**config.mk**
```make
export PLATFORM = sky130hd
export DESIGN_NAME = data_memory_flat
export DESIGN_NICKNAME = d
export VERILOG_FILES = /design/src/rtl/data_memory_if.sv /design/src/rtl/data_memory.sv /design/src/flat_wrapper.sv
export SDC_FILE = /design/constraint.sdc
export NUM_CORES = 2
export LEC_CHECK = 0
export ABC_AREA = 1
export CAP_MARGIN = 20
export CORE_ASPECT_RATIO = 1.4
export CORE_UTILIZATION = 60
export DETAILED_ROUTE_END_ITERATION = 6
export DONT_BUFFER_PORTS = 1
export PLACE_DENSITY = 0.76
export SETUP_SLACK_MARGIN = 0.3
export SYNTH_ARGS = -nofsm -noshare
export SYNTH_HDL_FRONTEND = slang
export SYNTH_SLANG_ARGS = --single-unit
export TNS_END_PERCENT = 20
```
**constraint.sdc**
```tcl
create_clock -name clk -period 89.5 [get_ports clk]
set_input_delay 17.9 -clock clk [delete_from_list [all_inputs] [get_ports clk]]
set_output_delay 17.9 -clock clk [all_outputs]
set_load 0.1 [all_outputs]
```
**src/rtl/data_memory_if.sv**
```systemverilog
// rtl/data_memory_if.sv - core load/store bus and TX byte stream bundle for data_memory
//
// Purpose: groups the data-side bus signals between the core / byte consumer
// (master) and data_memory (slave).
// Signals:
//   mem_write  - store strobe from core
//   addr       - byte address (core alu_result)
//   write_data - store data
//   read_data  - combinational load data
//   tx_data    - byte at TX FIFO head
//   tx_valid   - TX FIFO non-empty
//   tx_ready   - consumer accepts the head byte this cycle
interface data_memory_if;
  logic        mem_write;
  logic [31:0] addr;
  logic [31:0] write_data;
  logic [31:0] read_data;
  logic [7:0]  tx_data;
  logic        tx_valid;
  logic        tx_ready;

  modport master (
    output mem_write, addr, write_data, tx_ready,
    input  read_data, tx_data, tx_valid
  );

  modport slave (
    input  mem_write, addr, write_data, tx_ready,
    output read_data, tx_data, tx_valid
  );
endinterface

```
**src/rtl/data_memory.sv**
```systemverilog
// rtl/data_memory.sv - single-cycle data memory with word RAM and MMIO page (cycle counter, TX FIFO)
//
// Purpose: data-side memory stage for a single-cycle core. Loads are
// combinational from addr; stores commit on the rising clock edge.
//   addr[31:16] == MMIO_BASE[31:16] : MMIO page, register = addr[3:2],
//                                     addr[15:4] != 0 is unmapped
//     0x0 CYCLE  (RO) free-running clock counter
//     0x4 TXDATA (WO) push write_data[7:0] into the TX FIFO
//     0x8 STATUS      {OVF, count, empty, full}; store with OVF bit set clears OVF
//     0xC             reads 0, writes ignored
//   otherwise        : word RAM, index addr[WORDS_LOG2+1:2] (aliases below MMIO)
// Ports:
//   clk   - clock, all state updates on rising edge
//   reset - asynchronous active-high reset, clears all state
//   bus   - data_memory_if.slave (store strobe, address, data, TX byte stream)
// Build option: define DATA_MEMORY_CYCLE_COUNTER_EN to implement the CYCLE
// counter; without it CYCLE reads 0 and no counter flops exist.
module data_memory #(
  parameter int          WORDS_LOG2      = 6,
  parameter logic [31:0] MMIO_BASE       = 32'hFFFF_0000,
  parameter int          FIFO_DEPTH_LOG2 = 2
) (
  input logic          clk,
  input logic          reset,
  data_memory_if.slave bus
);

  localparam int WORDS   = 1 << WORDS_LOG2;
  localparam int DEPTH   = 1 << FIFO_DEPTH_LOG2;
  localparam int CNT_W   = FIFO_DEPTH_LOG2 + 1;
  // STATUS layout: bit0 full, bit1 empty, count above them, OVF right after count
  localparam int OVF_BIT = FIFO_DEPTH_LOG2 + 3;

  localparam logic [1:0] REG_CYCLE  = 2'd0;
  localparam logic [1:0] REG_TXDATA = 2'd1;
  localparam logic [1:0] REG_STATUS = 2'd2;

  localparam logic [FIFO_DEPTH_LOG2-1:0] PTR_ONE    = 1;
  localparam logic [CNT_W-1:0]           CNT_ONE    = 1;
  localparam logic [CNT_W-1:0]           CNT_FULL   = CNT_W'(DEPTH);
  localparam logic [15:0]                MMIO_UPPER = MMIO_BASE[31:16];

  // ---------------------------------------------------------------------------
  // Address decode
  // ---------------------------------------------------------------------------
  logic                  mmio_sel;
  logic                  ram_sel;
  logic                  mmio_mapped;
  logic [1:0]            reg_idx;
  logic [WORDS_LOG2-1:0] word_idx;

  assign mmio_sel    = (bus.addr[31:16] == MMIO_UPPER);
  assign ram_sel     = !mmio_sel;
  assign mmio_mapped = mmio_sel && (bus.addr[15:4] == 12'd0);
  assign reg_idx     = bus.addr[3:2];
  assign word_idx    = bus.addr[WORDS_LOG2+1:2];

  // Byte offset is irrelevant for full-word access
  logic unused_addr_bits;
  assign unused_addr_bits = ^bus.addr[1:0];

  logic store_txdata;
  logic store_status;

  assign store_txdata = bus.mem_write && mmio_mapped && (reg_idx == REG_TXDATA);
  assign store_status = bus.mem_write && mmio_mapped && (reg_idx == REG_STATUS);

  // ---------------------------------------------------------------------------
  // Word RAM: flop array so reset can clear every word asynchronously
  // ---------------------------------------------------------------------------
  logic [31:0] ram [WORDS];

  always_ff @(posedge clk or posedge reset) begin
    if (reset) begin
      for (int i = 0; i < WORDS; i++) begin
        ram[i] <= '0;
      end
    end else if (bus.mem_write && ram_sel) begin
      ram[word_idx] <= bus.write_data;
    end
  end

  // ---------------------------------------------------------------------------
  // Cycle counter
  // ---------------------------------------------------------------------------
  logic [31:0] cycle_val;

`ifdef DATA_MEMORY_CYCLE_COUNTER_EN
  logic [31:0] cycle_q;

  // Wraps naturally from all-ones to zero
  always_ff @(posedge clk or posedge reset) begin
    if (reset) begin
      cycle_q <= '0;
    end else begin
      cycle_q <= cycle_q + 32'd1;
    end
  end

  assign cycle_val = cycle_q;
`else
  assign cycle_val = '0;
`endif

  // ---------------------------------------------------------------------------
  // TX FIFO: circular buffer, separate occupancy count
  // ---------------------------------------------------------------------------
  logic [7:0]                 fifo_mem [DEPTH];
  logic [FIFO_DEPTH_LOG2-1:0] wr_ptr;
  logic [FIFO_DEPTH_LOG2-1:0] rd_ptr;
  logic [CNT_W-1:0]           count;
  logic                       ovf;

  logic fifo_full;
  logic fifo_empty;
  logic pop;
  logic push;
  logic ovf_set;
  logic ovf_clr;

  assign fifo_full  = (count == CNT_FULL);
  assign fifo_empty = (count == '0);
  assign pop        = bus.tx_valid && bus.tx_ready;
  // A pop in the same cycle frees the slot, so a full FIFO still accepts the push
  assign push       = store_txdata && (!fifo_full || pop);
  assign ovf_set    = store_txdata && fifo_full && !pop;
  assign ovf_clr    = store_status && bus.write_data[OVF_BIT];

  always_ff @(posedge clk or posedge reset) begin
    if (reset) begin
      wr_ptr <= '0;
      rd_ptr <= '0;
      count  <= '0;
      ovf    <= 1'b0;
      for (int i = 0; i < DEPTH; i++) begin
        fifo_mem[i] <= '0;
      end
    end else begin
      if (push) begin
        fifo_mem[wr_ptr] <= bus.write_data[7:0];
        wr_ptr           <= wr_ptr + PTR_ONE;
      end
      if (pop) begin
        rd_ptr <= rd_ptr + PTR_ONE;
      end
      if (push && !pop) begin
        count <= count + CNT_ONE;
      end else if (pop && !push) begin
        count <= count - CNT_ONE;
      end
      // Set has priority over a simultaneous clear
      if (ovf_set) begin
        ovf <= 1'b1;
      end else if (ovf_clr) begin
        ovf <= 1'b0;
      end
    end
  end

  assign bus.tx_valid = !fifo_empty;
  assign bus.tx_data  = fifo_mem[rd_ptr];

  // ---------------------------------------------------------------------------
  // Load path
  // ---------------------------------------------------------------------------
  logic [31:0] status_word;

  always_comb begin
    status_word                = '0;
    status_word[0]             = fifo_full;
    status_word[1]             = fifo_empty;
    status_word[2 +: CNT_W]    = count;
    status_word[OVF_BIT]       = ovf;
  end

  always_comb begin
    bus.read_data = '0;
    if (ram_sel) begin
      bus.read_data = ram[word_idx];
    end else if (mmio_mapped) begin
      case (reg_idx)
        REG_CYCLE:  bus.read_data = cycle_val;
        REG_STATUS: bus.read_data = status_word;
        default:    bus.read_data = '0;
      endcase
    end
  end

endmodule

```
**src/flat_wrapper.sv**
```systemverilog
// flat-port wrapper written by rule: the top's interface ports become plain ports
module data_memory_flat 
#(
  parameter int          WORDS_LOG2      = 6,
  parameter logic [31:0] MMIO_BASE       = 32'hFFFF_0000,
  parameter int          FIFO_DEPTH_LOG2 = 2
)
  (clk, reset, bus_mem_write, bus_addr, bus_write_data, bus_tx_ready, bus_read_data, bus_tx_data, bus_tx_valid);
  data_memory_if bus_i ();
  input logic clk;
  input logic reset;
  input wire logic [$bits(bus_i.mem_write)-1:0] bus_mem_write;
  input wire logic [$bits(bus_i.addr)-1:0] bus_addr;
  input wire logic [$bits(bus_i.write_data)-1:0] bus_write_data;
  input wire logic [$bits(bus_i.tx_ready)-1:0] bus_tx_ready;
  output wire logic [$bits(bus_i.read_data)-1:0] bus_read_data;
  output wire logic [$bits(bus_i.tx_data)-1:0] bus_tx_data;
  output wire logic [$bits(bus_i.tx_valid)-1:0] bus_tx_valid;
  assign bus_i.mem_write = bus_mem_write;
  assign bus_i.addr = bus_addr;
  assign bus_i.write_data = bus_write_data;
  assign bus_i.tx_ready = bus_tx_ready;
  assign bus_read_data = bus_i.read_data;
  assign bus_tx_data = bus_i.tx_data;
  assign bus_tx_valid = bus_i.tx_valid;
  data_memory #(.WORDS_LOG2(WORDS_LOG2), .MMIO_BASE(MMIO_BASE), .FIFO_DEPTH_LOG2(FIFO_DEPTH_LOG2)) u_core (.clk(clk), .reset(reset), .bus(bus_i));
endmodule
```
==> impl_results.md <==
* Count of hold buffers inserted by post-cts repair at 0
* Worst clock skew at 0.00411 ns
* Worst R2R Path Depth at 16
* Transition time of the tightest slew-check pin at 6.18 ns
* Status: finished with violations
* Final worst path period need at between 40 and 50 ns
* Detail Route Antenna Nets at 0
* Combinational share of power at 0.144
* Total clock sinks at 2088
* Class of the most critical setup path: in -> out
* Mean cell area of the mapped netlist at 7.71 µm²
* Violation count after the first detailed-route iteration at 10475
* Slew margin rel. at -3.12
* Distinct cells, synth at 29
* Via count of the first global-routing pass at 79522
* Hold path startpoint: u_core.fifo_mem[21]$_DFFE_PP0P_
* CP Launch Type: input pin
* Beginning of the worst register-to-register path: u_core.count[0]$_DFFE_PP0P_
* WP data arrival at between 20 and 25 ns
* Number of endpoints with negative hold slack in the final report at 0
* Power density over the cells at 22.2 nW/µm²
* Timing-limited maximum frequency at 0.0235 GHz
* Peak fanout along the critical path at 1453
* Total number of nets in the final design at 12241
* Detailed-route vias per instance at about 5.8
* Failing checks: slew limit
* Share of total power consumed by net switching at 0.284
* Clock tree from TritonCTS: yes
* Internal at 1.68 mW
* Most frequent cells in the layout: 4191 x sky130_fd_sc_hd__nand2_1, 2088 x sky130_fd_sc_hd__dfrtp_1, 2061 x sky130_fd_sc_hd__o21ai_0
* Initial cell density of the core at 0.605
* Area growth syn-to-layout at 7.91%
* Clk Latency, worst-skew pair at 0.86 ns
* Reg2Reg Setup Slack at 86.07 ns
* Routed WL per cell at 20.2 µm
* Number of nets produced by synthesis at 12833
* Number of max-cap violations at 0
* Total power of the final layout at 2.35 mW
* Final setup vio count at 0
* Detailed-route via count at 83693
* Clock network fraction of design power at 0.374
* Type of destination of the critical path: primary output
* Layout cells sized above 1 at 0.0707
* Clock buffers created by TritonCTS at 195
* Most common library cell in the layout ignoring fill and taps: sky130_fd_sc_hd__nand2_1
* Largest net degree at the start of global routing at roughly 1500
* Drc violations at 0
* Maximum clock path buffer count at 3
* Number of buffers inserted by post-CTS setup repair at 0
* Cell count of the worst hold path at 2
* Worst hold-check path type: reg -> reg
* Syn. warnings at 0
* Die height at 481 µm
* Clock Tree Root: sky130_fd_sc_hd__clkbuf_16
* Initial DRT Pass Iterations at 6
* Overall die width at roughly 340 µm
* Initial antenna violation count at 11
* Leakage Power at 52.1 nW
* Register share of total power at 0.482
* Number of ports placed on the die boundary at 109
* Total Die Area at between 150000 and 200000 µm²
* Required time at the endpoint of the critical path at 71.60 ns
* Setup total negative slack at 0 ns
* First element of the critical path: bus_addr[2]
* Netlist area before placement at 98400 µm²
* Net Switching at 0.667 mW
* Maximum level of the CTS H-tree at 4
* Post-synthesis sequential element count at 2088
* Core Rows at 175
* Count of pins over their slew limit at 1085
* Number of cells upsized or downsized after cts at 0
* Estimated wirelength of the detail-placed design at between 150000 and 200000 µm
* Worst voltage drop across the vdd grid at a little over 30 µV
* Fill cell total of the finished layout at between 10000 and 15000
* Aggregate global-route resource usage at 0.358
* DRT Wirelength at 293000 µm
* Core footprint at 163000 µm²
* Final period util at 0.476
* Grt ovf at 0
* PortBufs at 0
* Routability cong. at between 0.8 and 0.9
* Global-route wire length before repair at 456000 µm
* Clock slew at the register clock pins of the worst setup and hold paths at roughly 0.06 ns
* RSZ-0062 raised after global routing: no
* Part of the Yosys area used for sequential elements at 0.531
* Post-synthesis cell count at 12759
worst max-delay path: stages:
cell and delay (ns):
sky130_fd_sc_hd__inv_8 2.04, sky130_fd_sc_hd__buf_4 0.94, sky130_fd_sc_hd__nand2_1 0.11, sky130_fd_sc_hd__nand3_1 0.12
sky130_fd_sc_hd__nand2_1 0.08, sky130_fd_sc_hd__o21ai_0 0.45, sky130_fd_sc_hd__nand2_1 0.12, sky130_fd_sc_hd__nor2_1 0.31
sky130_fd_sc_hd__nand2_1 0.14, sky130_fd_sc_hd__nand2_1 0.09, sky130_fd_sc_hd__nand2_1 0.60
per-stage QoR:
step           setup WS (ns)  std cells  instance area [µm²]  hold slack (ns)  utilization
2_1_floorplan          12.62      12759                98400            0.437            -
3_3_place_gp           49.30      14078                99000            0.448        0.608
3_5_place_dp           49.28      14078                99000            0.453        0.608
4_1_cts                49.27      14446               106000            0.469        0.650
5_1_grt                49.09      14465               106000            0.484        0.652
6_report               46.92      14466               106000            0.468        0.652
cell type report:
class                      count  area, µm²  area share
antenna                        4       10.0   0.0000943
sequential                  2088      52300       0.492
multi-input combinational   8082      36600       0.345
inverter                    1618       6100      0.0574
timing repair buffer         182       1690      0.0159
clock inverter                76        987     0.00930
tap                         2124       2660      0.0250
clock buffer                 292       5830      0.0550
path summary, 6_finish.rpt:
kind                                                        end
max in group asynchronous           u_core.ram[447]$_DFFE_PP0P_
worst max-delay path                           bus_read_data[2]
worst max register to register      u_core.count[2]$_DFFE_PP0P_
min in group asynchronous          u_core.ram[1465]$_DFFE_PP0P_
worst min register to register  u_core.fifo_mem[21]$_DFFE_PP0P_
worst min-delay path            u_core.fifo_mem[21]$_DFFE_PP0P_
per-layer routing:
layer / vias up / GRT usage / share of wire
li1: 38811 / - / -
met1: 40349 / 0.473 / 0.39
met2: 3783 / 0.565 / 0.46
met3: 742 / 0.0738 / 0.098
met4: 8 / 0.170 / 0.049
met5: - / 0 / 0.00017
state kept, by name (all words and copies together), names as in the netlist:
name	count
u_core.count	3
u_core.ovf	1
u_core.ram	2048
u_core.fifo_mem	32
u_core.rd_ptr	2
u_core.wr_ptr	2
synthesized netlist by cell type (all sizes together):
cell type,instances,area share
mux2,1,0.00011
o22ai,8,0.00051
o211ai,208,0.016
xnor2,1,0.000089
clkbuf,820,0.031
clkinv,33,0.0013
nor4,1,0.000064
nand4,238,0.015
buf,151,0.0071
inv,1585,0.060
or2,226,0.014
a21oi,27,0.0014
ha,5,0.00064
xor2,2,0.00018
nor2,205,0.0080
dfrtp,2088,0.53
nand3,832,0.043
fa,1,0.00020
o21ai,2120,0.11
nor3,7,0.00056
nand2,4200,0.16
power groups by stage:
stage	logic, mW	clock network (mW)	registers, mW
detailed placement	0.326	0	1.15
CTS	0.330	0.885	1.13
global route	0.381	0.921	1.14
finish	0.340	0.879	1.13
floorplan	0.265	0	1.14
global placement	0.315	0	1.14
kinds of logic (layout without fill, tap and decap cells):
kind of cell	Yosys count	in the layout	synth area share
other cells	0	4	0
compound gates	2363	2363	0.126
mux	1	1	0.000114
buf+inv	2589	2168	0.100
flops	2088	2088	0.531
simple gates	5709	5709	0.242
fa+ha+maj	6	6	0.000840
xor+xnor	3	3	0.000267
Note: power is estimated with default switching activity, not from simulation.
